$ cat src/rtl/fsk_rate_sel_n.sv
// ---------------------------------------------------------------------------
// fsk_rate_sel_n
//
// Purpose
//   Selects one of NCH tuning words (for example FSK tone / rate words for an
//   NCO) and presents it registered on Mout. Channel-change requests can
//   arrive at any time. They are applied only on a symbol boundary
//   (Sym_Tick), so a symbol is never split between two tuning words.
//   When the request is still pending the last request wins. Out-of-range
//   requests are dropped and flagged.
//
// Optional feature (macro FSK_RATE_SEL_DWELL_EN)
//   When defined, every real channel change is followed by a dwell period of
//   DWELL cycles. No further switch can happen during that period. Requests
//   made during the dwell are still captured. When the macro is undefined,
//   no dwell state or counter exists and DWELL is only range-checked.
//
// Parameters
//   WIDTH     width of each tuning word and of Mout
//   NCH       number of input channels (2..8)
//   SELW      selector width (2**SELW >= NCH)
//   DWELL     minimum cycles between switches (1..65535, dwell build only)
//   RESET_SEL channel applied out of reset (< NCH)
//
// Ports
//   Clock        in   single clock, all state on the rising edge
//   Reset_n      in   asynchronous active-low reset
//   Min          in   flattened tuning words, channel k at [k*WIDTH +: WIDTH]
//   Sel          in   requested channel
//   Sel_Valid    in   one-cycle strobe qualifying Sel
//   Sym_Tick     in   symbol-boundary strobe; switches happen only here
//   Mout         out  registered tuning word of the current channel
//   Cur_Sel      out  currently applied channel
//   Pending      out  a valid request is waiting for a symbol boundary
//   Switch_Pulse out  high for the first cycle a new channel is shown
//   Sel_Err      out  one-cycle pulse for a request with Sel >= NCH
//   dbg_state    out  FSM state (0 IDLE, 1 PEND, 2 DWELL) for checkers
//
// Request handshake: Sel is sampled on every rising edge where Sel_Valid is
// high. There is no back-pressure, so a request is never stalled. It is
// either taken into the pending slot or rejected through Sel_Err.
// ---------------------------------------------------------------------------
module fsk_rate_sel_n #(
    parameter int WIDTH     = 48,
    parameter int NCH       = 4,
    parameter int SELW      = 2,
    parameter int DWELL     = 16,
    parameter int RESET_SEL = 0
) (
    input  logic                  Clock,
    input  logic                  Reset_n,
    input  logic [NCH*WIDTH-1:0]  Min,
    input  logic [SELW-1:0]       Sel,
    input  logic                  Sel_Valid,
    input  logic                  Sym_Tick,
    output logic [WIDTH-1:0]      Mout,
    output logic [SELW-1:0]       Cur_Sel,
    output logic                  Pending,
    output logic                  Switch_Pulse,
    output logic                  Sel_Err,
    output logic [1:0]            dbg_state
);

    // Elaboration-time parameter sanity checks.
    if (NCH < 2 || NCH > 8) begin : g_bad_nch
        $error("fsk_rate_sel_n: NCH must be in 2..8");
    end
    if ((1 << SELW) < NCH) begin : g_bad_selw
        $error("fsk_rate_sel_n: SELW too narrow for NCH");
    end
    if (RESET_SEL < 0 || RESET_SEL >= NCH) begin : g_bad_rst_sel
        $error("fsk_rate_sel_n: RESET_SEL must be below NCH");
    end
    if (DWELL < 1 || DWELL > 65535) begin : g_bad_dwell
        $error("fsk_rate_sel_n: DWELL must be in 1..65535");
    end

    localparam logic [SELW-1:0] RST_SEL = SELW'(RESET_SEL);
    // One extra bit so that NCH itself can be represented when NCH == 2**SELW.
    localparam logic [SELW:0]   NCH_LIM = (SELW+1)'(NCH);

    typedef enum logic [1:0] {
        ST_IDLE  = 2'd0,
        ST_PEND  = 2'd1
`ifdef FSK_RATE_SEL_DWELL_EN
        ,
        ST_DWELL = 2'd2
`endif
    } state_t;

    state_t            state_q, state_d;
    logic [SELW-1:0]   cur_sel_q, cur_sel_d;
    logic [SELW-1:0]   pend_sel_q, pend_sel_d;
    logic              pending_q, pending_d;
    logic              switch_pulse_q, switch_pulse_d;
    logic              sel_err_q, sel_err_d;
    logic [WIDTH-1:0]  mout_q, mout_d;
    logic              sel_ok;

`ifdef FSK_RATE_SEL_DWELL_EN
    localparam logic [15:0] DWELL_LOAD = 16'(DWELL - 1);
    logic [15:0]       cnt_q, cnt_d;
`endif

    assign sel_ok = Sel_Valid && ({1'b0, Sel} < NCH_LIM);

    always_comb begin
        state_d        = state_q;
        cur_sel_d      = cur_sel_q;
        pend_sel_d     = pend_sel_q;
        pending_d      = pending_q;
        switch_pulse_d = 1'b0;
        sel_err_d      = Sel_Valid && !sel_ok;
`ifdef FSK_RATE_SEL_DWELL_EN
        cnt_d          = cnt_q;
`endif

        case (state_q)
            ST_IDLE: begin
                // Sym_Tick has no effect here.
                if (sel_ok) begin
                    pend_sel_d = Sel;
                    pending_d  = 1'b1;
                    state_d    = ST_PEND;
                end
            end

            ST_PEND: begin
                if (Sym_Tick) begin
                    // The request that was already pending is applied. A
                    // request arriving in this same cycle becomes the next
                    // pending one.
                    cur_sel_d      = pend_sel_q;
                    pending_d      = 1'b0;
                    state_d        = ST_IDLE;
                    // Re-selecting the current channel is accepted silently.
                    switch_pulse_d = (pend_sel_q != cur_sel_q);
`ifdef FSK_RATE_SEL_DWELL_EN
                    if (pend_sel_q != cur_sel_q) begin
                        state_d = ST_DWELL;
                        cnt_d   = DWELL_LOAD;
                    end
`endif
                    if (sel_ok) begin
                        pend_sel_d = Sel;
                        pending_d  = 1'b1;
                        if (state_d == ST_IDLE) begin
                            state_d = ST_PEND;
                        end
                    end
                end else if (sel_ok) begin
                    pend_sel_d = Sel;
                end
            end

`ifdef FSK_RATE_SEL_DWELL_EN
            ST_DWELL: begin
                // Requests are captured but Sym_Tick is ignored, including in
                // the cycle that hands over to PEND.
                if (sel_ok) begin
                    pend_sel_d = Sel;
                    pending_d  = 1'b1;
                end
                if (cnt_q == 16'd0) begin
                    state_d = pending_d ? ST_PEND : ST_IDLE;
                end else begin
                    cnt_d = cnt_q - 16'd1;
                end
            end
`endif

            default: begin
                state_d = ST_IDLE;
            end
        endcase

        // Mout follows the channel that will be current after this edge, so
        // the new word appears in the same cycle as the new Cur_Sel.
        mout_d = Min[int'(cur_sel_d) * WIDTH +: WIDTH];
    end

    always_ff @(posedge Clock or negedge Reset_n) begin
        if (!Reset_n) begin
            state_q        <= ST_IDLE;
            cur_sel_q      <= RST_SEL;
            pend_sel_q     <= RST_SEL;
            pending_q      <= 1'b0;
            switch_pulse_q <= 1'b0;
            sel_err_q      <= 1'b0;
            mout_q         <= '0;
`ifdef FSK_RATE_SEL_DWELL_EN
            cnt_q          <= 16'd0;
`endif
        end else begin
            state_q        <= state_d;
            cur_sel_q      <= cur_sel_d;
            pend_sel_q     <= pend_sel_d;
            pending_q      <= pending_d;
            switch_pulse_q <= switch_pulse_d;
            sel_err_q      <= sel_err_d;
            mout_q         <= mout_d;
`ifdef FSK_RATE_SEL_DWELL_EN
            cnt_q          <= cnt_d;
`endif
        end
    end

    assign Mout         = mout_q;
    assign Cur_Sel      = cur_sel_q;
    assign Pending      = pending_q;
    assign Switch_Pulse = switch_pulse_q;
    assign Sel_Err      = sel_err_q;
    assign dbg_state    = state_q;

endmodule
$ cat config.mk
export PLATFORM = sky130hd
export DESIGN_NAME = fsk_rate_sel_n
export DESIGN_NICKNAME = d
export VERILOG_FILES = /design/src/rtl/fsk_rate_sel_n.sv
export SDC_FILE = /design/constraint.sdc
export NUM_CORES = 1
export LEC_CHECK = 0
export CORE_MARGIN = 4
export CORE_UTILIZATION = 43
export CTS_BUF_LIST = sky130_fd_sc_hd__clkbuf_2 sky130_fd_sc_hd__clkbuf_4 sky130_fd_sc_hd__clkbuf_8
export DETAILED_ROUTE_END_ITERATION = 6
export GPL_TIMING_DRIVEN = 0
export PLACE_DENSITY = 0.9
export SLEW_MARGIN = 20
export SYNTH_ARGS = -nofsm -noshare
export SYNTH_HDL_FRONTEND = slang
export SYNTH_SLANG_ARGS = --single-unit
$ cat constraint.sdc
create_clock -name Clock -period 4.4 [get_ports Clock]
set_clock_uncertainty 0.15 [all_clocks]
set_input_delay 0.44 -clock Clock [delete_from_list [all_inputs] [get_ports Clock]]
set_output_delay 0.44 -clock Clock [all_outputs]
set_load 0.005 [all_outputs]
==> results of run 1 <==
area by class of cell:
cell class / instances / area, sq um
fillers: 817 / 2940
multi-input cells: 351 / 2760
repair buffers: 249 / 2490
flip-flops and latches: 54 / 1350
plain buffers: 76 / 370
well taps: 136 / 170
clock buffers: 6 / 82.6
clock inverters: 2 / 60.1
inverters: 1 / 3.75
cells by family (layout without fill, tap and decap cells):
family / Yosys count / in the layout / share of synthesized area
other cells: 1 / 2 / 0.000837
buf+inv: 77 / 334 / 0.0835
flops: 54 / 54 / 0.302
simple gates: 197 / 197 / 0.302
compound gates: 148 / 148 / 0.303
mux: 2 / 2 / 0.00502
xor+xnor: 2 / 2 / 0.00391
stage by stage:
stage / setup WS [ns] / cells / cell area, sq um / util
floorplan: 2.63 / 482 / 4490 / -
detailed placement: 2.28 / 867 / 7150 / 0.698
CTS: 2.28 / 875 / 7290 / 0.712
finish: 2.28 / 875 / 7290 / 0.712
global placement: 1.01 / 867 / 7150 / 0.699
global route: 2.21 / 875 / 7290 / 0.712
routing by layer:
| layer | wire length, microns | share of wire |
|---|---|---|
| met1 | 6860 | 0.38 |
| met2 | 9070 | 0.50 |
| met3 | 1510 | 0.084 |
| met4 | 567 | 0.031 |
| met5 | 0 | 0 |
sequential cells by signal, indices dropped and copies added, names as in the netlist, named ones only:
signal	count
Mout	48
pend_sel_q	2
Cur_Sel	1
Pending	1
Switch_Pulse	1
power by group:
part / internal (mW) / switching, mW / total [mW]
Sequential: 0.608 / 0.0431 / 0.651
Combinational: 0.639 / 0.417 / 1.06
Clock: 0.243 / 0.179 / 0.422
Total: 1.49 / 0.639 / 2.13
cell usage in the layout (no fill, tap or decap), types with 3 or more instances in the layout:
cell                              synthesis  routed
sky130_fd_sc_hd__and4_1                  48      48
sky130_fd_sc_hd__a221o_1                 48      48
sky130_fd_sc_hd__a21boi_0                40      40
sky130_fd_sc_hd__a21boi_1                 8       8
sky130_fd_sc_hd__clkbuf_8                 0       6
sky130_fd_sc_hd__buf_2                   11      11
sky130_fd_sc_hd__buf_6                    8       8
sky130_fd_sc_hd__and2_1                  48      48
sky130_fd_sc_hd__and3_1                  96      96
sky130_fd_sc_hd__clkbuf_1                53      53
sky130_fd_sc_hd__dfrtp_1                 54      54
sky130_fd_sc_hd__nand2_1                  3       3
sky130_fd_sc_hd__buf_4                    3       4
sky130_fd_sc_hd__o32a_1                  48      48
sky130_fd_sc_hd__clkdlybuf4s50_1          0     248
path summary, 6_finish.rpt:
check / startpoint / to / slack [ns] / cells after the start
setup reg to reg: Pending / Mout[4] / 2.28 / 6
hold / removal: Reset_n / Mout[9] / 0.04 / 1
setup / recovery: Pending / Mout[4] / 2.28 / 6
hold reg to reg: pend_sel_q[0] / pend_sel_q[0] / 0.50 / 1
min in group Clock: pend_sel_q[0] / pend_sel_q[0] / 0.50 / 1
max in group asynchronous: Reset_n / Mout[1] / 3.59 / 1
worst max-delay path: stages, from the launching register on:
cell and delay [ns]:
sky130_fd_sc_hd__dfrtp_1 0.44, sky130_fd_sc_hd__buf_6 0.16, sky130_fd_sc_hd__nand3_2 0.23, sky130_fd_sc_hd__buf_2 0.31
sky130_fd_sc_hd__clkbuf_1 0.36, sky130_fd_sc_hd__and3_1 0.23, sky130_fd_sc_hd__o32a_1 0.17
==> results.ini, run 1 <==
[run_status]
status = finished clean

[synth]
synthCells = 481
synthMostInstantiatedCell = sky130_fd_sc_hd__and3_1
cell_area_after_synthesis_sq_um = 4480
synth_commonest_cells = sky130_fd_sc_hd__and3_1 (96), sky130_fd_sc_hd__dfrtp_1 (54), sky130_fd_sc_hd__clkbuf_1 (53)
asr_flop_ratio_synth = 1.00
synth_area_leaders = sky130_fd_sc_hd__dfrtp_1 (30%), sky130_fd_sc_hd__and3_1 (13%), sky130_fd_sc_hd__a221o_1 (11%), sky130_fd_sc_hd__o32a_1 (11%), sky130_fd_sc_hd__and4_1 (9.4%)
synth-main-ff-cell = sky130_fd_sc_hd__dfrtp_1
synth_enable_flop_cells = 0
synth.ff_latch_count = 54
yosys.area.top_type_share = 0.302
postSynthAreaPerCell_sq_um = 9.32
ys_seq_area_frac = 0.302
synth_top_cell_by_area = sky130_fd_sc_hd__dfrtp_1
synthesis_warnings = 0
yosysUniqueCellTypes = 23

[global_routing]
first_global_vias = 5193
grt_most_used_layer = met2
grt_usage = 0.278
grt.met1_usage = 0.331
grt_max_degree = 55
grtUsageMet3 = 0.0472
overflow = 0
first_pass_grt_wire_length_microns = 26300
routing_usage_on_met2 = 0.497
antenna_violations_before_repair = 0

[cts]
h-tree-depth = 2
tritoncts_clock_tree = yes
number_of_gates_resized_after_cts = 0
tritoncts.num_buffers = 5
post_cts_buffers = 0
clock_net_sink_count = 54
cts.path.max_buffers = 2
cts.hold.buffers_added = 0
insertion_delay_ns = 0.31
cts.reportedPaths.clkPinSlew_ns = 0.10
cts_root_buf = sky130_fd_sc_hd__clkbuf_8

[worst_setup_path]
critical_path_required_ns = 4.50
critPathCaptureType = flip-flop
worst_setup_path_start_kind = flip-flop
criticalPathCategory = reg -> reg
worstPathMaxFanout = 10
critical_path_arrival_ns = 2.22

[detailed_routing]
post-route-drc-count = 0
final_antenna_net_count = 0
postRouteWirelength_microns = 18000
vias = 5257
avgViaCountPerCell = 6.01
drtIter0Drc = 327
detail_route.wl_per_cell_microns = 20.6
detailedRoute.firstPassIterationCount = 5

[sta]
min_period_over_period = 0.483
post-route-min-period_ns = 2.12
setup_repair_after_global_routing_missed_its_margin = no
holdWs_ns = 0.0403
timing.final.setup_violations = 0
report.final.slew_viol_count = 0
max_slew_margin = 0.506
final-hold-violation-count = 0
fmax_mhz = 471
final.setup.tns_ns = 0
worst_pin_slew_ns = 0.741

[layout]
num-nets-final = 936
antenna_cells = 0
layout-drive-gt1-share = 0.0487
syn2layout_area_growth_pct = 62.6

[power]
leakagePower_nw = 3.00
report.power.total_mw = 2.13
power_per_cell_area_nw_per_um2 = 292
power.ir.vdd_worst_mv = 0.154

[floorplan]
core_region_area_sq_um = 10200
fp.dieH_microns = 110
top_level_ports = 253
placement_rows = 37
initial_core_util = 0.438
die_w_microns = 110
dieArea_sq_um = 12100

[placed_design]
gp_congestion = 0.879
post_detail_place_hpwl_microns = 13700
portBuffers = 249

[min_path]
hold_path.class = in -> async

[flow_run]
drv_cap = 0

No activity file was read; power rests on OpenSTA's default activity.
==> run 2, diff against run 1 <==
CORE_UTILIZATION = 36   (was 43)
PLACE_DENSITY = 0.8   (was 0.9)
clock period = 1.87 ns   (was 4.4 ns; I/O delays follow)
==> run 2 against run 1 <==
Against the previous run: power is 130% higher; largest power group unchanged; critical path type unchanged; design area is 2.4% higher; non-clock buffer count is 5 higher; cell count is 4.3% higher; sequential share of layout area is 0.39 points lower; clock-buffer cell count stayed put; setup slack worse by 2.3 ns; sequential power is 140% higher; combinational power is 140% higher; the run now ends with setup timing left.
==> results.ini, run 2 (synthesized netlist as in run 1, its figures left out) <==
[run_status]
status = complete, but fails checks
violations = setup timing

[worst_setup_path]
r2r_cells = 7  ; +1
critical_path_arrival_ns = 1.94  ; -0.28 ns
worst_setup_path_start_kind = flip-flop
worstPathMaxFanout = 10  ; unchanged
reg2reg_from = Pending
r2r_slack_ns = -0.002  ; -2.28 ns
critical_path_required_ns = 1.94  ; -2.56 ns
worst_setup_path_start = Pending
critPathCaptureType = flip-flop
worstReg2RegEnd = Mout[28]
criticalPathCategory = reg -> reg

[layout]
layout.core_utilization = 0.616  ; -0.0965
largest_register_ffs = 48  ; unchanged
layout.cells.most_common_list = sky130_fd_sc_hd__clkdlybuf4s50_1 (248), sky130_fd_sc_hd__and3_1 (96), sky130_fd_sc_hd__dfrtp_1 (52)
layout-drive-gt1-share = 0.0966  ; +0.0479
syn2layout_area_growth_pct = 66.4
antenna_cells = 0  ; unchanged
num-nets-final = 942  ; +0.64%
final_common_cell = sky130_fd_sc_hd__clkdlybuf4s50_1
final_design_area_no_fill_sq_um = 7460  ; +2.4%

[floorplan]
fp.dieH_microns = 120  ; +8.6%
dieArea_sq_um = 14300  ; +18%
placement_rows = 40  ; +8.1%
core_region_area_sq_um = 12100  ; +18%
initial_core_util = 0.370  ; -0.0680
top_level_ports = 253  ; unchanged
die_w_microns = 120  ; +8.6%

[sta]
timing.final.setup_violations = 3  ; +3
fmax_mhz = 534  ; +13%
post-route-min-period_ns = 1.87  ; -0.251 ns
holdWs_ns = 0.275  ; +0.235 ns
max_slew_margin = 0.492  ; -0.0137
worst_pin_slew_ns = 0.762  ; +0.0205 ns
layout_setup_ws_ns = -0.00219  ; -2.28 ns
min_period_over_period = 1.00  ; +0.519
final.setup.tns_ns = -0.00445  ; -0.00445 ns
final-hold-violation-count = 0  ; unchanged
report.final.slew_viol_count = 0  ; unchanged
setup_repair_after_global_routing_missed_its_margin = yes

[min_path]
hold_path.class = in -> reg
hold_path.startpoint = Sym_Tick
min_to = Pending
hold-path-cell-count = 4

[power]
power.ir.vdd_worst_mv = 0.327  ; +110%
power_per_cell_area_nw_per_um2 = 653  ; +120%
leakagePower_nw = 3.11  ; +3.5%

[global_routing]
overflow = 0  ; unchanged
antenna_violations_before_repair = 0  ; unchanged
grt_max_degree = 55  ; unchanged
grt_usage = 0.252  ; -0.0267
first_pass_grt_wire_length_microns = 29000  ; +10%
first_global_vias = 5636  ; +8.5%

[detailed_routing]
postRouteWirelength_microns = 18700  ; +3.7%
final_antenna_net_count = 0  ; unchanged
avgViaCountPerCell = 5.66  ; -5.8%
detailedRoute.firstPassIterationCount = 5  ; unchanged
detail_route.wl_per_cell_microns = 20.5  ; -0.58%
post-route-drc-count = 0  ; unchanged
vias = 5167  ; -1.7%
drtIter0Drc = 296  ; -9.5%

[placed_design]
gp_congestion = 0.861  ; -2.1%
post_detail_place_hpwl_microns = 14200  ; +4.0%
post_place_instance_area_sq_um = 7190  ; +0.56%
place_worst_setup_slack_ns = -0.299  ; -2.58 ns
portBuffers = 249  ; unchanged

[flow_run]
drv_cap = 0  ; unchanged

[cts]
h-tree-depth = 2  ; unchanged
cts_root_buf = sky130_fd_sc_hd__clkbuf_8
cts.reportedPaths.clkPinSlew_ns = 0.11  ; about the same
tritoncts.num_buffers = 5  ; unchanged
clock_net_sink_count = 54  ; unchanged
tritoncts_clock_tree = yes
cts.path.max_buffers = 2  ; unchanged
insertion_delay_ns = 0.34  ; +0.03 ns

==> run 2: cell count changes in the layout (fill, tap and decap cells not counted), sizes merged <==
cell	change
clkinv	+1
clkinvlp	+1
bufinv	-2
buf	+9
clkbuf	-5
dlygate4sd3	+1
nand3	+1
==> run 2: layout make-up <==
class                   count  area, sq um
clock buffers               6         82.6
well taps                 168          210
fillers                  1088         4650
inverters                   1         3.75
flip-flops and latches     54         1350
multi-input cells         352         2780
repair buffers            254         2530
plain buffers              76          484
clock inverters             2         12.5
==> run 2: where the power goes <==
group | total, mW | leakage (nW) | internal [mW] | switching (mW)
clock | 0.760 | 0.0472 | 0.300 | 0.460
combinational | 2.58 | 2.44 | 1.58 | 1.01
sequential | 1.53 | 0.625 | 1.43 | 0.0953
==> run 2: repair_timing <==
action | CTS | global route
gates cloned | 0 | 1
pin swaps | 1 | 1
hold buffers | 1 | 0
resized for setup | 40 | 35
setup buffers | 3 | 1
endpoints found under the setup margin | 48 | 48
endpoints found under the hold margin | 54 | 0
==> run 2: worst max-delay path by stage <==
stage	cells after the start	slack [ns]	to
floorplan	6	0.13	Mout[1]
global placement	1	-1.33	Mout[36]
detailed placement	6	-0.30	Mout[28]
CTS	6	-0.006	Mout[28]
global route	6	-0.05	Mout[5]
finish	7	-0.002	Mout[28]
==> run 2: worst max-delay path: stages, from the launching register on <==
cell	delay, ns
sky130_fd_sc_hd__dfrtp_1	0.40
sky130_fd_sc_hd__buf_6	0.15
sky130_fd_sc_hd__a21bo_1	0.18
sky130_fd_sc_hd__buf_8	0.15
sky130_fd_sc_hd__buf_8	0.15
sky130_fd_sc_hd__clkbuf_8	0.16
sky130_fd_sc_hd__and3_1	0.18
sky130_fd_sc_hd__o32a_1	0.21
==> run 2: through the flow <==
stage	total power, mW	cells
after floorplan	2.70	482
after global placement	3.97	899
after detailed placement	4.03	899
after CTS	4.86	911
after global routing	5.14	913
final	4.87	913
==> run 2: layer usage <==
| layer | GRT usage | wire, microns |
|---|---|---|
| met2 | 0.442 | 9330 |
| met1 | 0.299 | 7520 |
| met3 | 0.0556 | 1290 |
| met5 | 0 | 0 |
| met4 | 0.0988 | 538 |
==> run 3, diff against run 2 <==
CELL_PAD_IN_SITES_DETAIL_PLACEMENT = 1   (was unset)
CELL_PAD_IN_SITES_GLOBAL_PLACEMENT = 1   (was unset)
CORE_UTILIZATION = 26   (was 36)
PLACE_DENSITY = 0.81   (was 0.8)
==> run 3 against run 2 <==
Against the previous run: the run still ends with setup timing left; worst hold slack got worse by 0.24 ns; cell count rose by 6.4%; fmax shrank 1.6%; non-clock buffer count rose by 6; design area up 7.6%; combinational power is 13% higher; die area rose by 36%; utilization down 14 points; sequential power hardly changed; register-to-register slack got worse by 0.03 ns; sequential share of layout area shrank 1.3 points; power is 7.1% higher; largest cell class unchanged.
==> results.ini, run 3 (synthesized netlist as in run 1, its figures left out) <==
[global_routing]
overflow = 0  ; unchanged
first_pass_grt_wire_length_microns = 34100  ; +17%
grt_max_degree = 53  ; -3.6%
first_global_vias = 5940  ; +5.4%
grt_usage = 0.218  ; -0.0333
antenna_violations_before_repair = 0  ; unchanged

[sta]
post-route-min-period_ns = 1.90  ; +0.0298 ns
layout_setup_ws_ns = -0.0320  ; -0.0298 ns
fmax_mhz = 526  ; -1.6%
max_slew_margin = 0.498  ; +0.00615
final-hold-violation-count = 0  ; unchanged
final.setup.tns_ns = -0.514  ; -0.510 ns
min_period_over_period = 1.02  ; +0.0160
holdWs_ns = 0.0401  ; -0.235 ns
setup_repair_after_global_routing_missed_its_margin = yes
timing.final.setup_violations = 34  ; +31
report.final.slew_viol_count = 0  ; unchanged
worst_pin_slew_ns = 0.753  ; -0.00922 ns

[worst_setup_path]
worstPathMaxFanout = 6  ; -4
cp_common_cell = sky130_fd_sc_hd__buf_12
cp_top_family = buffers and inverters
critical_path_cell_list = buf_6 -> a21bo_4 -> buf_12 -> buf_12 -> clkbuf_16 -> and3_1 -> o32a_1
path_buf_inv = 4  ; unchanged
r2r_slack_ns = -0.03  ; -0.03 ns
worst_setup_path_start_kind = flip-flop
critPathCaptureType = flip-flop
logic_depth_of_the_worst_path_buffers_included = 7  ; unchanged
critical_path_required_ns = 1.94  ; about the same
crit_path_max_incr_delay_ns = 0.43  ; +0.03 ns
slowest_stage = sky130_fd_sc_hd__dfrtp_1
criticalPathCategory = reg -> reg
r2r_cells = 7  ; unchanged
critical_path_arrival_ns = 1.97  ; +0.03 ns

[placed_design]
post_detail_place_hpwl_microns = 16600  ; +17%
portBuffers = 249  ; unchanged
gp_congestion = 0.826  ; -4.0%
post_place_instance_area_sq_um = 7280  ; +1.3%

[power]
power.ir.vdd_worst_mv = 0.275  ; -16%
seq_power_share = 0.294  ; -0.019
netSwitchingPower_mw = 1.68  ; +7.5%
report.power.total_mw = 5.21  ; +7.1%
pwr-share-clk = 0.146  ; -0.010
power.switching_fraction = 0.322  ; +0.00119
power.share.combinational = 0.560  ; +0.029
power_per_cell_area_nw_per_um2 = 650  ; -0.49%
p_int_mw = 3.54  ; +6.9%
leakagePower_nw = 3.25  ; +4.5%

[cts]
clock_net_sink_count = 54  ; unchanged
cts_root_buf = sky130_fd_sc_hd__clkbuf_8
cts.reportedPaths.clkPinSlew_ns = 0.11  ; about the same
insertion_delay_ns = 0.33  ; about the same
tritoncts.num_buffers = 5  ; unchanged
cts.path.max_buffers = 2  ; unchanged
h-tree-depth = 2  ; unchanged
tritoncts_clock_tree = yes

[floorplan]
top_level_ports = 253  ; unchanged
dieArea_sq_um = 19400  ; +36%
die_w_microns = 139  ; +16%
core_region_area_sq_um = 16800  ; +38%
initial_core_util = 0.267  ; -0.103
fp.dieH_microns = 139  ; +16%
placement_rows = 47  ; +18%

[detailed_routing]
post-route-drc-count = 0  ; unchanged
avgViaCountPerCell = 5.47  ; -3.4%
postRouteWirelength_microns = 22700  ; +21%
vias = 5309  ; +2.7%
final_antenna_net_count = 0  ; unchanged
drtIter0Drc = 250  ; -16%
detail_route.wl_per_cell_microns = 23.3  ; +14%
detailedRoute.firstPassIterationCount = 5  ; unchanged

[layout]
final_common_cell = sky130_fd_sc_hd__clkdlybuf4s50_1
largest_register_ffs = 48  ; unchanged
layout-drive-gt1-share = 0.168  ; +0.0711
num-nets-final = 948  ; +0.64%
antenna_cells = 0  ; unchanged
layout.cells.most_common_list = sky130_fd_sc_hd__clkdlybuf4s50_1 (247), sky130_fd_sc_hd__and3_1 (57), sky130_fd_sc_hd__dfrtp_1 (52)
final_design_area_no_fill_sq_um = 8030  ; +7.6%
fillCellCount = 1858  ; +71%
syn2layout_area_growth_pct = 79.1

[min_path]
hold_path.class = in -> async

[flow_run]
drv_cap = 0  ; unchanged

[run_status]
status = complete, but fails checks
violations = setup timing

==> run 3: stage by stage <==
| stage | utilization | worst slack (ns) | cells |
|---|---|---|---|
| floorplan | - | 0.126 | 482 |
| global placement | 0.433 | -1.42 | 951 |
| detailed placement | 0.434 | -0.372 | 952 |
| CTS | 0.463 | -0.0399 | 967 |
| global route | 0.479 | -0.0577 | 971 |
| finish | 0.479 | -0.0320 | 971 |
==> run 3: cell type report <==
cell class,instances,area (sq um),share of cell area
Inverter,1,3.75,0.000468
Multi-Input combinational cell,352,2990,0.373
Tap cell,220,275,0.0343
Buffer,75,614,0.0765
Clock inverter,1,5.00,0.000623
Clock buffer,7,90.1,0.0112
Sequential cell,54,1350,0.169
Timing Repair Buffer,261,2690,0.335
==> run 3: path summary, 6_finish.rpt <==
check | startpoint | endpoint
max | Pending | Mout[3]
min | Reset_n | Mout[28]
max reg2reg | Pending | Mout[3]
min reg2reg | Cur_Sel[0] | Switch_Pulse
max in group asynchronous | Reset_n | asynchronous set/reset pin
min in group Clock | Sel[1] | pend_sel_q[1]
==> run 3: worst register-to-register path: stages (launching register included) <==
cell                        delay (ns)
sky130_fd_sc_hd__dfrtp_1          0.43
sky130_fd_sc_hd__buf_6            0.15
sky130_fd_sc_hd__a21bo_4          0.24
sky130_fd_sc_hd__buf_12           0.16
sky130_fd_sc_hd__buf_12           0.15
sky130_fd_sc_hd__clkbuf_16        0.15
sky130_fd_sc_hd__and3_1           0.17
sky130_fd_sc_hd__o32a_1           0.18
==> run 3: timing repair <==
action,CTS,global route
resized for setup,100,61
setup endpoints to repair,48,48
cloned,3,5
hold buffers,1,0
setup buffers,4,0
pin swaps,12,28
endpoints found under the hold margin,54,0
==> run 3: per-layer routing <==
metal | wire (microns) | vias to the layer above | global-route usage
met5 | 0 | - | 0
met4 | 565 | 0 | 0.0597
met3 | 1400 | 33 | 0.0552
met2 | 11300 | 194 | 0.378
met1 | 9380 | 2625 | 0.270
li1 | - | 2457 | -
==> run 3: power groups by stage <==
| stage | combinational [mW] | sequential (mW) | clock, mW |
|---|---|---|---|
| 4_1_cts | 2.78 | 1.54 | 0.794 |
| 3_3_place_gp | 2.47 | 1.56 | 0 |
| 5_1_grt | 3.11 | 1.56 | 0.842 |
| 3_5_place_dp | 2.55 | 1.56 | 0 |
| 6_report | 2.92 | 1.54 | 0.761 |
| 2_1_floorplan | 1.13 | 1.57 | 0 |
